`src/rtl/wdata_chan_mngr.sv`:
```
// Write-data channel manager: pulls burst beats from a source into a single
// output register, drives the bus W channel and waits for the response before idling.
module wdata_chan_mngr (
  input  logic        clk,
  input  logic        rst_n,
  input  logic        start_wd,
  input  logic [3:0]  start_id,
  input  logic [7:0]  start_len,
  output logic        start_ready,
  input  logic        src_valid,
  input  logic [31:0] src_data,
  input  logic [3:0]  src_strb,
  output logic        src_ready,
  output logic        wvalid,
  input  logic        wready,
  output logic [31:0] wdata,
  output logic [3:0]  wstrb,
  output logic [3:0]  wid,
  output logic        wlast,
  output logic        finish_wd,
  output logic [3:0]  finish_id,
  input  logic        finish_wresp,
  output logic        busy_wd,
  output logic [1:0]  dbg_state_o
);

  // Handshakes: a transfer happens on a rising clk edge where valid and ready
  // are both high; valid never waits for ready, and payload holds while valid & ~ready.
  typedef enum logic [1:0] {
    IDLE  = 2'd0,
    DATA  = 2'd1,
    WRESP = 2'd2
  } state_e;

  state_e      state_q, state_d;
  logic [3:0]  id_q, id_d;
  logic [7:0]  len_q, len_d;
  logic [8:0]  fetch_cnt_q, fetch_cnt_d;
  logic [8:0]  beat_cnt_q, beat_cnt_d;
  logic        wvalid_q, wvalid_d;
  logic [31:0] wdata_q, wdata_d;
  logic [3:0]  wstrb_q, wstrb_d;

  logic start_acc;
  logic load;
  logic send;

  assign start_ready = (state_q == IDLE);
  assign start_acc   = start_wd & start_ready;
  // 9-bit compare so a 256-beat burst stops fetching after the last beat.
  assign src_ready   = (state_q == DATA) & (fetch_cnt_q <= {1'b0, len_q}) & (~wvalid_q | wready);
  assign load        = src_valid & src_ready;
  assign send        = wvalid_q & wready;

  assign wvalid      = wvalid_q;
  assign wdata       = wdata_q;
  assign wstrb       = wstrb_q;
  assign wid         = id_q;
  assign wlast       = wvalid_q & (beat_cnt_q == {1'b0, len_q});
  assign finish_wd   = send & wlast;
  assign finish_id   = id_q;
  assign busy_wd     = (state_q != IDLE);
  assign dbg_state_o = state_q;

  always_comb begin
    state_d = IDLE;
    case (state_q)
      IDLE:    state_d = start_wd ? DATA : IDLE;
      DATA:    state_d = finish_wd ? WRESP : DATA;
      WRESP:   state_d = finish_wresp ? IDLE : WRESP;
      default: state_d = IDLE;
    endcase
  end

  always_comb begin
    id_d        = id_q;
    len_d       = len_q;
    fetch_cnt_d = fetch_cnt_q;
    beat_cnt_d  = beat_cnt_q;
    wvalid_d    = wvalid_q;
    wdata_d     = wdata_q;
    wstrb_d     = wstrb_q;
    if (start_acc) begin
      id_d        = start_id;
      len_d       = start_len;
      fetch_cnt_d = 9'd0;
      beat_cnt_d  = 9'd0;
    end else begin
      if (send) begin
        beat_cnt_d = beat_cnt_q + 9'd1;
        wvalid_d   = 1'b0;
      end
      // A load in the same cycle as a send keeps wvalid high for back-to-back beats.
      if (load) begin
        fetch_cnt_d = fetch_cnt_q + 9'd1;
        wvalid_d    = 1'b1;
        wdata_d     = src_data;
        wstrb_d     = src_strb;
      end
    end
  end

  always_ff @(posedge clk or negedge rst_n) begin
    if (!rst_n) begin
      state_q     <= IDLE;
      id_q        <= 4'd0;
      len_q       <= 8'd0;
      fetch_cnt_q <= 9'd0;
      beat_cnt_q  <= 9'd0;
      wvalid_q    <= 1'b0;
      wdata_q     <= 32'd0;
      wstrb_q     <= 4'd0;
    end else begin
      state_q     <= state_d;
      id_q        <= id_d;
      len_q       <= len_d;
      fetch_cnt_q <= fetch_cnt_d;
      beat_cnt_q  <= beat_cnt_d;
      wvalid_q    <= wvalid_d;
      wdata_q     <= wdata_d;
      wstrb_q     <= wstrb_d;
    end
  end

endmodule

```
`config.mk`:
```
export PLATFORM = sky130hd
export DESIGN_NAME = wdata_chan_mngr
export DESIGN_NICKNAME = d
export VERILOG_FILES = /design/src/rtl/wdata_chan_mngr.sv
export SDC_FILE = /design/constraint.sdc
export NUM_CORES = 1
export LEC_CHECK = 0
export BUFFER_PORTS_ARGS = -buffer_cell sky130_fd_sc_hd__clkbuf_2
export CAP_MARGIN = 5
export CORE_MARGIN = 2
export CORE_UTILIZATION = 51
export DETAILED_ROUTE_END_ITERATION = 6
export GPL_ROUTABILITY_DRIVEN = 0
export PLACE_DENSITY = 0.85
export SETUP_SLACK_MARGIN = 0.1
export SLEW_MARGIN = 20
export SYNTH_ARGS = -nofsm -noshare
export SYNTH_HDL_FRONTEND = slang
export SYNTH_SLANG_ARGS = --single-unit
```
`constraint.sdc`:
```
create_clock -name clk -period 2.9 [get_ports clk]
set_input_delay 0.725 -clock clk [delete_from_list [all_inputs] [get_ports clk]]
set_output_delay 0.725 -clock clk [all_outputs]
set_load 0.005 [all_outputs]
```
=== Yosys cells after proc, flatten, opt, wreduce, memory -nomap -nowiden ===
Cells that the tools add are included.

* Memories kept: 0
* Memory bits (writable): 0
* Bits in read-only memories: 0
* Output and inout port bits: 52
* Input port bits: 54
* Bits in registers: 69
* Word-level logic and storage cells: 41
* Latch bits: 0

* Add/sub/neg operators: 2
* $mul: 0
* Mux-type cells: 10
* Reduce and logical (&&, ||, !) cells: 7
* Shift operators: 0
* Bitwise logic cells: 10
* Eq/ne operators: 3
* Magnitude comparators: 1
* Divide/modulo/power cells: 0

{| class="wikitable"
|+ Operator list
! operator !! number
|-
| 9-bit two-way mux || 4
|-
| 9-bit by 1-bit adder with 9-bit output, second input constant || 2
|-
| 9-bit by 8-bit == test with 1-bit output || 1
|-
| 9-bit by 8-bit less-or-equal comparator with 1-bit output || 1
|-
| 2-bit nonzero test || 4
|-
| 1-bit AND || 7
|-
| 2-bit case mux with 3 select lines || 1
|-
| 2-bit two-way mux || 2
|-
| 2-bit AND reduction || 2
|-
| 1-bit two-way mux || 3
|-
| 2-bit by 1-bit == test with 1-bit output, second input constant || 1
|-
| 2-bit == test, second input constant || 1
|-
| 2-bit zero test || 1
|-
| 1-bit inverter || 2
|-
| 1-bit OR || 1
|}

=== Depth between registers and ports, before layout ===
Gate-level depths: netlist of the first run.

* Depth after elaboration: 6
* Mapped depth: 8
* Gate-level depth less buffers: 7

=== Least setup slack after synthesis of the first run ===
Ideal clock, no wire load.

* Kind: flip-flop to output port
* From: register fetch_cnt_q[3]
* To: output src_ready
* Path buffers: 1
* Data required time: 2175 ps
* Setup slack: 512 ps
* Arrival time: 1663 ps
* Stages on the path, launching flop included: 7
* Path through: dfrtp_1 ha_1 nand4_1 o221a_2 a211oi_4 buf_6 nor2b_1

* Longest elaborated chain between the ends: 3

{| class="wikitable"
|+ RTL lines
! element !! RTL line !! text
|-
| start, declared || 38 || <nowiki>logic [8:0] fetch_cnt_q, fetch_cnt_d;</nowiki>
|-
| start signal, assigned || 117 || <nowiki>fetch_cnt_q <= fetch_cnt_d;</nowiki>
|-
| 9-bit by 8-bit less-or-equal comparator with 1-bit output || 51 || <nowiki>assign src_ready = (state_q == DATA) & (fetch_cnt_q <= {1'b0, len_q}) & (~wvalid_q | wready);</nowiki>
|-
| 1-bit AND (2 in series) || 51 ||
|-
| end, declared || 13 || <nowiki>output logic src_ready,</nowiki>
|}

Every way passes these cells.

=== Final worst setup path of the first run ===
* From: register fetch_cnt_q[4]
* To: output src_ready

Same word-level chain as after synthesis.

==> flow_summary.json, run 1 <==
{
  "status": "finished, final reports clean",
  "fmax_ghz": 0.370,
  "vias_per_cell": 5.34,
  "yosysUniqueCellTypes": 45,
  "required_ns": 2.17,
  "drc": 0,
  "drive_above_1_share_pct": 44.9,
  "ir_drop_mv": 0.435,
  "chipWidth_um": 85.1,
  "io_buffers": 105,
  "drt-total-wl_mm": 7.66,
  "hold_viol": 0,
  "post-route-util_pct": 65.5,
  "ios": 106,
  "antenna_found_initial": 0,
  "ys_seq_elements": 69,
  "dr.pass1.iters": 4,
  "cts.sinks": 69,
  "place_inst": 453,
  "final_cells": 469,
  "yosys.area.top_type": "dfrtp_1",
  "relSlewSlack_pct": 52.7,
  "post_drt_wl_per_cell_um": 16.3,
  "ant_nets": 0,
  "die-area_um2": 7230,
  "row_count": 29,
  "hold_path_class": "input pin to async pin",
  "path_max_fanout": 5,
  "path_cells": "ha_1, nand4_1, o221a_2, a211oi_4, nor2b_2, clkbuf_2",
  "skew_ns": 0.00439,
  "ys_seq_area_share_pct": 51.5,
  "insertion_delay_ns": 0.35,
  "cts-buffers-inserted": 9,
  "drv_slew": 0,
  "fin_hold_ws_ns": 0.414,
  "rsz0062_at_grt": "false",
  "regToRegSetupSlack_ns": 0.33,
  "cts_tree": "built",
  "grt_start_max_net_pins": 44,
  "critPathSlowestCell": "dfrtp_1",
  "crit_path_end_kind": "output pin",
  "die_h_um": 85.1,
  "grt-ovfl-total": 0,
  "synth_cells": 279,
  "synth_edf_count": 0,
  "place_area_um2": 3960,
  "max_cap_violations": 0,
  "drt-initial-drc-count": 116,
  "fin_crit_ns": 2.70,
  "setup-tns-final_ns": 0,
  "h-tree-depth": 3,
  "syn2layout_area_growth_pct": 24.1,
  "setup_viol": 0,
  "timing.rr.start": "len_q[6]$_DFFE_PN0P_",
  "rr_worst_depth": 9,
  "leakagePower_nw": 2.13,
  "critPathKind": "flip-flop to output pin",
  "synth_fp_nets": 343,
  "netlist_area_um2": 3350,
  "timing.rr.end": "wdata[2]$_DFFE_PN0P_",
  "tightest_slew_ns": 0.710,
  "p_per_area_nw_per_um2": 666,
  "power_mw": 2.77,
  "clk_pin_slew_ns": 0.07,
  "via_count": 2505,
  "clockBufferDepth": 2,
  "synth_async_sr_flop_share_pct": 100,
  "place_ws_ns": 0.354,
  "antenna_cells": 0,
  "final_area_um2": 4160,
  "initial_utilization_pct": 52.8,
  "grt_usage_pct": 22.6,
  "grt_pass1_wl_mm": 12.7,
  "start_kind": "flip-flop",
  "ys.flop_type": "dfrtp_1",
  "critical_path_arrival_ns": 1.98,
  "fin_ws_ns": 0.196,
  "yosys_warnings": 0,
  "path_buf_inv": 1,
  "dpl.hpwl_mm": 5.79,
  "core_area_um2": 6350,
  "synth_area_leaders": "dfrtp_1 52%, mux2_4 16%, nand2_1 4.6%",
  "synthDominantCellAreaShare_pct": 51.5,
  "slowest_delay_ns": 0.43,
  "nets": 452,
  "timing.final.crit_share_pct": 93.3,
  "cts_root_buf": "clkbuf_8",
  "syn_area_per_cell_um2": 12.0,
  "crit_family": "compound AO/OA/AOI/OAI gates",
  "first_global_vias": 2616
}
-- cells in the mapped netlist, drive strengths merged, types with 2 or more instances --
| master | n |
|---|---|
| o211a | 2 |
| nand3 | 4 |
| nor3 | 3 |
| ha | 10 |
| mux2 | 36 |
| a21oi | 8 |
| nand2 | 41 |
| xnor2 | 11 |
| nand4 | 6 |
| mux2i | 2 |
| nor4 | 2 |
| buf | 10 |
| o31ai | 4 |
| inv | 10 |
| nor2 | 16 |
| xor2 | 4 |
| nor2b | 3 |
| clkbuf | 6 |
| a21o | 2 |
| dfrtp | 69 |
| o21ai | 9 |
| or4 | 3 |
| or2 | 2 |
| a211oi | 3 |
| and2 | 2 |
-- placed cells by master, fill, tap and decap left out, types with 2 or more instances in the layout --
master        n
clkbuf_2    105
dfrtp_1      69
nand2_1      41
mux2_4       35
nor2_1       15
xnor2_1      11
inv_1        10
ha_1         10
clkbuf_8      9
o21ai_0       8
a21oi_1       7
nand4_1       6
buf_4         6
nand3_1       4
o31ai_1       4
xor2_1        4
nor3_1        3
or4_1         3
buf_12        3
nor4_1        2
nor2b_1       2
or2_2         2
o211a_1       2
mux2i_1       2
clkinvlp_4    2
clkinv_2      2
-- layout make-up --
class	count	area [µm²]
clock buffers	9	124
repair buffers	114	631
flip-flops and latches	69	1730
fillers	451	2190
well taps	77	96.3
clock inverters	6	63.8
inverters	10	37.5
multi-input cells	184	1480
-- layer usage --
metal	wire length [µm]	vias up	global-route usage, %
met2	4150	81	39.4
met5	0	-	0
met1	2910	1237	27.7
met4	158	0	8.95
met3	436	11	4.38
li1	-	1176	-
-- how the worst max path moves through the flow --
| stage | to | slack, ns | cells past startpoint | from |
|---|---|---|---|---|
| floorplan | src_ready | 0.51 | 6 | fetch_cnt_q[3]$_DFFE_PN0P_ |
| global placement | src_ready | 0.46 | 6 | fetch_cnt_q[3]$_DFFE_PN0P_ |
| detailed placement | wdata[2]$_DFFE_PN0P_ | 0.35 | 7 | wready |
| CTS | src_ready | 0.16 | 7 | len_q[6]$_DFFE_PN0P_ |
| global route | src_ready | 0.10 | 7 | len_q[4]$_DFFE_PN0P_ |
| finish | src_ready | 0.20 | 6 | fetch_cnt_q[4]$_DFFE_PN0P_ |
-- repair_timing --
item                       4_1_cts  5_1_grt
setup endpoints to repair        1        1
hold buffers                     0        0
pin swaps                        1        1
resized for setup                0        2
setup buffers                    1        0
-- where the power goes --
group	internal, mW	switching, mW	leakage, nW
Combinational	0.394	0.297	1.21
Sequential	1.14	0.183	0.832
Clock	0.392	0.366	0.0915
Total	1.92	0.845	2.13
-- registers in the layout, summed over array words and instances (netlist names) --
name         flops
beat_cnt_q       9
len_q            8
dbg_state_o      2
fetch_cnt_q      9
wdata           32
wstrb            4
finish_id        4
wvalid           1
-- cell families (layout without fill, tap and decap cells) --
family	count (synthesis)	count (layout)	synth area share [%]
adder cells (fa/ha/maj)	10	10	3.73
XOR/XNOR	15	15	3.92
AO/OA/AOI/OAI	33	33	7.17
flip-flops	69	69	51.5
multiplexers	38	38	16.6
AND/OR/NAND/NOR	88	88	12.5
buffers and inverters	26	139	4.52
(Power assumes the default switching activity.)
==> run 2: changes to the inputs <==
--- a/config.mk
+++ b/config.mk
@@ -11,7 +11,8 @@
 export CORE_UTILIZATION = 51
 export DETAILED_ROUTE_END_ITERATION = 6
 export GPL_ROUTABILITY_DRIVEN = 0
-export PLACE_DENSITY = 0.85
+export GPL_TIMING_DRIVEN = 0
+export PLACE_DENSITY = 0.91
 export SETUP_SLACK_MARGIN = 0.1
 export SLEW_MARGIN = 20
 export SYNTH_ARGS = -nofsm -noshare
==> flow_summary.json, run 2 (synthesized netlist as in run 1, its figures left out) <==
{
  "p_per_area_nw_per_um2": 700,
  "drive_above_1_share_pct": 49.4,
  "dr.pass1.iters": 4,
  "clk_pin_slew_ns": 0.07,
  "tightest_slew_ns": 0.681,
  "leakagePower_nw": 2.24,
  "first_global_vias": 2634,
  "syn2layout_area_growth_pct": 32.6,
  "ant_nets": 0,
  "grt-ovfl-total": 0,
  "setup-tns-final_ns": 0,
  "crit_family": "compound AO/OA/AOI/OAI gates",
  "crit_path_end_kind": "output pin",
  "p_sw_share_pct": 28.7,
  "post_drt_wl_per_cell_um": 16.8,
  "setup_viol": 0,
  "die-area_um2": 7230,
  "status": "finished, final reports clean",
  "drt-total-wl_mm": 8.32,
  "layout_commonest_cell": "clkbuf_2",
  "power.switching_mw": 0.894,
  "ios": 106,
  "cts_tree": "built",
  "critPathKind": "flip-flop to output pin",
  "row_count": 29,
  "antenna_found_initial": 0,
  "ir_drop_mv": 0.573,
  "rsz0062_at_grt": "true",
  "place_ws_ns": 0.263,
  "drv_slew": 0,
  "io_buffers": 105,
  "fmax_ghz": 0.358,
  "timing.final.crit_share_pct": 96.2,
  "fin_crit_ns": 2.79,
  "p_clk_share_pct": 30.9,
  "initial_utilization_pct": 52.8,
  "drt-initial-drc-count": 156,
  "skew_ns": 0.0128,
  "critPathSlowestCell": "dfrtp_1",
  "drc": 0,
  "hold_path_class": "input pin to async pin",
  "max_cap_violations": 0,
  "chipWidth_um": 85.1,
  "required_ns": 2.17,
  "layout_common_cells": "103 x clkbuf_2, 65 x dfrtp_1, 41 x nand2_1",
  "path_cells": "inv_1, ha_4, nand4_1, o221a_2, a211oi_4, buf_6, nor2b_2, buf_2",
  "start_kind": "flip-flop",
  "combPwrFrac_pct": 27.2,
  "via_count": 2687,
  "grt_usage_pct": 23.0,
  "relSlewSlack_pct": 54.0,
  "h-tree-depth": 3,
  "dpl.hpwl_mm": 5.73,
  "grt_pass1_wl_mm": 12.9,
  "critical_path_arrival_ns": 2.07,
  "largest_register_ffs": 32,
  "slowest_delay_ns": 0.36,
  "cts-buffers-inserted": 9,
  "cts.sinks": 69,
  "clockBufferDepth": 2,
  "grt_start_max_net_pins": 37,
  "path_buf_inv": 3,
  "path_max_fanout": 3,
  "insertion_delay_ns": 0.34,
  "nets": 476,
  "fin_ws_ns": 0.110,
  "fillers": 420,
  "cts_root_buf": "clkbuf_8",
  "p_seq_share_pct": 41.9,
  "vias_per_cell": 5.44,
  "core_area_um2": 6350,
  "hold_viol": 0,
  "antenna_cells": 0,
  "internal_power_mw": 2.22,
  "die_h_um": 85.1
}
run 2: cell count changes in the layout (fill, tap and decap cells not counted), moves of 4 or more:
cell | before | now
dfrtp_1 | 69 | 65
dfrtp_2 | 0 | 4
buf_6 | 0 | 5
buf_4 | 6 | 20
ha_1 | 10 | 5
ha_4 | 0 | 5
clkbuf_1 | 0 | 6
run 2: final timing paths:
check                                      from                        end  slack, ns  cells after the start
max                        len_q[4]$_DFFE_PN0P_                  src_ready       0.11                      8
min                                       rst_n      wdata[30]$_DFFE_PN0P_       0.36                      1
max reg2reg                  wvalid$_DFFE_PN0P_      wdata[30]$_DFFE_PN0P_       0.48                      6
min reg2reg                wstrb[2]$_DFFE_PN0P_       wstrb[2]$_DFFE_PN0P_       0.51                      1
max in group asynchronous                 rst_n  beat_cnt_q[4]$_DFFE_PN0P_       1.98                      2
min in group clk           wstrb[2]$_DFFE_PN0P_       wstrb[2]$_DFFE_PN0P_       0.51                      1
run 2: worst register-to-register path, cell delays in order (launching register included):
cell     delay (ns)
dfrtp_1        0.45
nor2b_1        0.16
nor4b_1        0.57
nand2_1        0.32
nor2_4         0.26
buf_6          0.21
mux2_4         0.32
run 2: power groups by stage:
| stage | sequential [mW] | clock, mW | combinational (mW) |
|---|---|---|---|
| after global placement | 1.30 | 0 | 0.669 |
| after global routing | 1.32 | 1.02 | 0.918 |
| after floorplan | 1.29 | 0 | 0.460 |
| after detailed placement | 1.31 | 0 | 0.714 |
| final | 1.30 | 0.961 | 0.846 |
| after CTS | 1.30 | 0.977 | 0.735 |
run 2: area by class of cell:
type	count	area, µm²	area share (%)
well taps	77	96.3	2.17
clock inverters	6	109	2.45
clock buffers	10	138	3.10
multi-input cells	184	1550	34.8
inverters	10	37.5	0.845
flip-flops and latches	69	1730	39.0
plain buffers	16	114	2.56
repair buffers	122	668	15.0
run 2: per-stage QoR:
step	instance area [µm²]	utilization [%]	cells	power [mW]	hold slack, ns
2_1_floorplan	3350	-	279	1.75	0.429
3_3_place_gp	3970	62.6	461	1.97	0.490
3_5_place_dp	4000	62.9	462	2.03	0.493
4_1_cts	4290	67.6	484	3.01	0.367
5_1_grt	4440	70.0	494	3.26	0.370
6_report	4440	70.0	494	3.11	0.360
run 2: layer usage:
| metal | routed length, µm | global-route usage [%] |
|---|---|---|
| met5 | 0 | 0 |
| met4 | 230 | 7.79 |
| met3 | 445 | 7.20 |
| met2 | 4470 | 39.8 |
| met1 | 3170 | 27.1 |
run 2: what timing repair did:
item	CTS	global route
pin swaps	2	4
gates resized for setup	2	12
buffers inserted	6	10
hold buffers	0	0
endpoints found under the setup margin	1	2
==> run 3: changes to the inputs <==
--- a/config.mk
+++ b/config.mk
@@ -5,6 +5,7 @@
 export SDC_FILE = /design/constraint.sdc
 export NUM_CORES = 1
 export LEC_CHECK = 0
+export ABC_AREA = 1
 export BUFFER_PORTS_ARGS = -buffer_cell sky130_fd_sc_hd__clkbuf_2
 export CAP_MARGIN = 5
 export CORE_MARGIN = 2
==> flow_summary.json, run 3 <==
{
  "status": "finished, final reports clean",
  "drc": 0,
  "grt.met1_usage_pct": 30.2,
  "tightest_slew_ns": 0.467,
  "fillers": 518,
  "path_max_fanout": 5,
  "synth_xor_area_share_pct": 2.07,
  "multi_input_area_um2": 1410,
  "place_ws_ns": 0.288,
  "ios": 106,
  "cts_hold_buf": 0,
  "regToRegSetupSlack_ns": 0.88,
  "skew_ns": 0.00986,
  "timing.final.crit_share_pct": 93.7,
  "fin_ws_ns": 0.183,
  "drt-total-wl_mm": 8.27,
  "cts_root_buf": "clkbuf_8",
  "hold_viol": 0,
  "top_usage_layer": "met2",
  "slowest_delay_ns": 0.44,
  "fin_crit_ns": 2.72,
  "grt_pass1_wl_mm": 13.6,
  "grt_usage_pct": 23.5,
  "regArea_um2": 1730,
  "layout_commonest_cell": "nand2_1",
  "ir_drop_mv": 0.747,
  "path_buf_inv": 2,
  "dpl.hpwl_mm": 6.02,
  "start_kind": "flip-flop",
  "timing.rr.start": "fetch_cnt_q[4]$_DFFE_PN0P_",
  "via_count": 3212,
  "p_per_area_nw_per_um2": 1080,
  "initial_utilization_pct": 53.0,
  "first_global_vias": 3115,
  "fmax_ghz": 0.368,
  "insertion_delay_ns": 0.35,
  "netlist_top_cells_count": "145 x nand2_1, 69 x dfrtp_1, 63 x nand3_1",
  "max_cap_violations": 0,
  "leakagePower_nw": 2.47,
  "place_inst": 596,
  "crit_family": "flip-flops",
  "critical_path_arrival_ns": 1.99,
  "post_drt_wl_per_cell_um": 13.3,
  "yosys.area.top_type": "dfrtp_1",
  "cts_tree": "built",
  "syn_area_per_cell_um2": 8.18,
  "nets": 603,
  "synth_fa_ha_area_share_pct": 3.69,
  "synth_cells": 414,
  "ant_nets": 0,
  "drive_above_1_share_pct": 28.3,
  "path_cells": "ha_1, nand2_1, nor2_2, nand4_1, a21boi_4, buf_6, clkbuf_2",
  "crit_path_start": "fetch_cnt_q[4]$_DFFE_PN0P_",
  "core_area_um2": 6390,
  "critPathKind": "flip-flop to output pin",
  "yosys_warnings": 0,
  "synth_edf_count": 0,
  "setup_viol": 0,
  "ys_seq_area_share_pct": 51.0,
  "critical_path.endpoint": "src_ready",
  "power_mw": 4.64,
  "vias_per_cell": 5.17,
  "grt_start_max_net_pins": 44,
  "synthSimpleGateAreaFrac_pct": 31.3,
  "netlist_area_um2": 3390,
  "ys.flop_type": "dfrtp_1",
  "rr_worst_depth": 9,
  "timing.rr.end": "fetch_cnt_q[7]$_DFFE_PN0P_",
  "synth_compound_area_share_pct": 4.65,
  "cp_num_cells": 7,
  "cts-buffers-inserted": 9,
  "layout_common_cells": "145 x nand2_1, 103 x clkbuf_2, 67 x dfrtp_1",
  "synth_async_sr_flop_share_pct": 100,
  "die_h_um": 85.5,
  "rsz0062_at_grt": "false",
  "row_count": 29,
  "dr.pass1.iters": 4,
  "h-tree-depth": 3,
  "drt-initial-drc-count": 236,
  "final_cells": 621,
  "clockBufferDepth": 2,
  "synth_top_family_by_area": "simple AND/OR/NAND/NOR gates",
  "synth_fp_nets": 478,
  "required_ns": 2.17,
  "antenna_found_initial": 0,
  "syn2layout_area_growth_pct": 27.2,
  "clk_pin_slew_ns": 0.08,
  "hold_path_class": "input pin to async pin",
  "ys_seq_elements": 69,
  "io_buffers": 104,
  "met2_usage_pct": 39.4,
  "chipWidth_um": 85.5,
  "drv_slew": 0,
  "setup-tns-final_ns": 0,
  "antenna_cells": 0,
  "post-route-util_pct": 67.5,
  "largest_register_ffs": 32,
  "die-area_um2": 7310,
  "critPathSlowestCell": "dfrtp_2",
  "synth_area_leaders": "dfrtp_1 51%, nand2_1 16%, nand3_1 9.3%",
  "crit_path_end_kind": "output pin",
  "relSlewSlack_pct": 68.8,
  "yosysUniqueCellTypes": 28,
  "synthDominantCellAreaShare_pct": 51.0,
  "grt-ovfl-total": 0,
  "synthMuxAreaShare_pct": 0,
  "cts.sinks": 69,
  "synth_most_common_cell": "nand2_1",
  "use_met3_pct": 5.58
}
run 3: changes by cell type in the layout (fill, tap and decap cells not counted), moves of 9 or more:
cell / change
mux2_4: -35
xnor2_1: -9
nand3_1: +59
inv_1: +22
nand2_1: +104
nor2_1: +10
run 3: worst min-delay path by stage:
stage                                from                         to  slack (ns)  depth (start not counted)
floorplan                           rst_n  beat_cnt_q[0]$_DFFE_PN0P_        0.43                          0
global placement    wdata[24]$_DFFE_PN0P_      wdata[24]$_DFFE_PN0P_        0.46                          2
detailed placement   wdata[2]$_DFFE_PN0P_       wdata[2]$_DFFE_PN0P_        0.47                          2
CTS                                 rst_n   dbg_state_o[0]$_DFF_PN0_        0.32                          1
global route                        rst_n   dbg_state_o[0]$_DFF_PN0_        0.33                          1
finish                              rst_n   dbg_state_o[1]$_DFF_PN0_        0.32                          1
run 3: per-stage QoR:
| stage | instance area (µm²) | hold slack (ns) |
|---|---|---|
| 2_1_floorplan | 3390 | 0.429 |
| 3_3_place_gp | 4000 | 0.463 |
| 3_5_place_dp | 4030 | 0.468 |
| 4_1_cts | 4240 | 0.318 |
| 5_1_grt | 4310 | 0.327 |
| 6_report | 4310 | 0.315 |
run 3: timing repair:
action / CTS / global route
endpoints found under the hold margin: 0 / 0
pin swaps: 1 / 2
endpoints found under the setup margin: 1 / 1
buffers inserted: 1 / 8
resized for setup: 0 / 4
run 3: metal layers:
| metal | vias up | routed length (µm) |
|---|---|---|
| li1 | 1577 | - |
| met1 | 1515 | 3560 |
| met2 | 106 | 4040 |
| met3 | 14 | 527 |
| met4 | 0 | 142 |
| met5 | - | 0 |
run 3: where the power goes:
| part | total, mW | leakage [nW] | internal, mW | switching [mW] |
|---|---|---|---|---|
| clock network | 0.821 | 0.110 | 0.446 | 0.375 |
| logic | 2.14 | 1.50 | 0.935 | 1.21 |
| registers | 1.67 | 0.861 | 1.38 | 0.293 |
| total | 4.64 | 2.47 | 2.76 | 1.88 |
run 3: final cells by class:
type	instances	area share (%)
plain buffers	21	2.99
clock buffers	11	3.51
clock inverters	5	1.34
inverters	32	2.79
multi-input cells	292	32.8
flip-flops and latches	69	40.1
well taps	77	2.24
repair buffers	114	14.2
run 3: cell families after synthesis:
family | count (synthesis)
AND/OR/NAND/NOR | 248
flip-flops | 69
buffers and inverters | 53
AO/OA/AOI/OAI | 26
adder cells (fa/ha/maj) | 10
XOR/XNOR | 8
run 3: worst register-to-register path, stage by stage, from the launching register on:
cell,delay [ns]
dfrtp_2,0.44
ha_1,0.32
nand2_1,0.09
nor2_2,0.14
nand4_1,0.19
nand2_1,0.14
nand3_2,0.19
buf_2,0.27
nand3_1,0.09
nand2_1,0.05
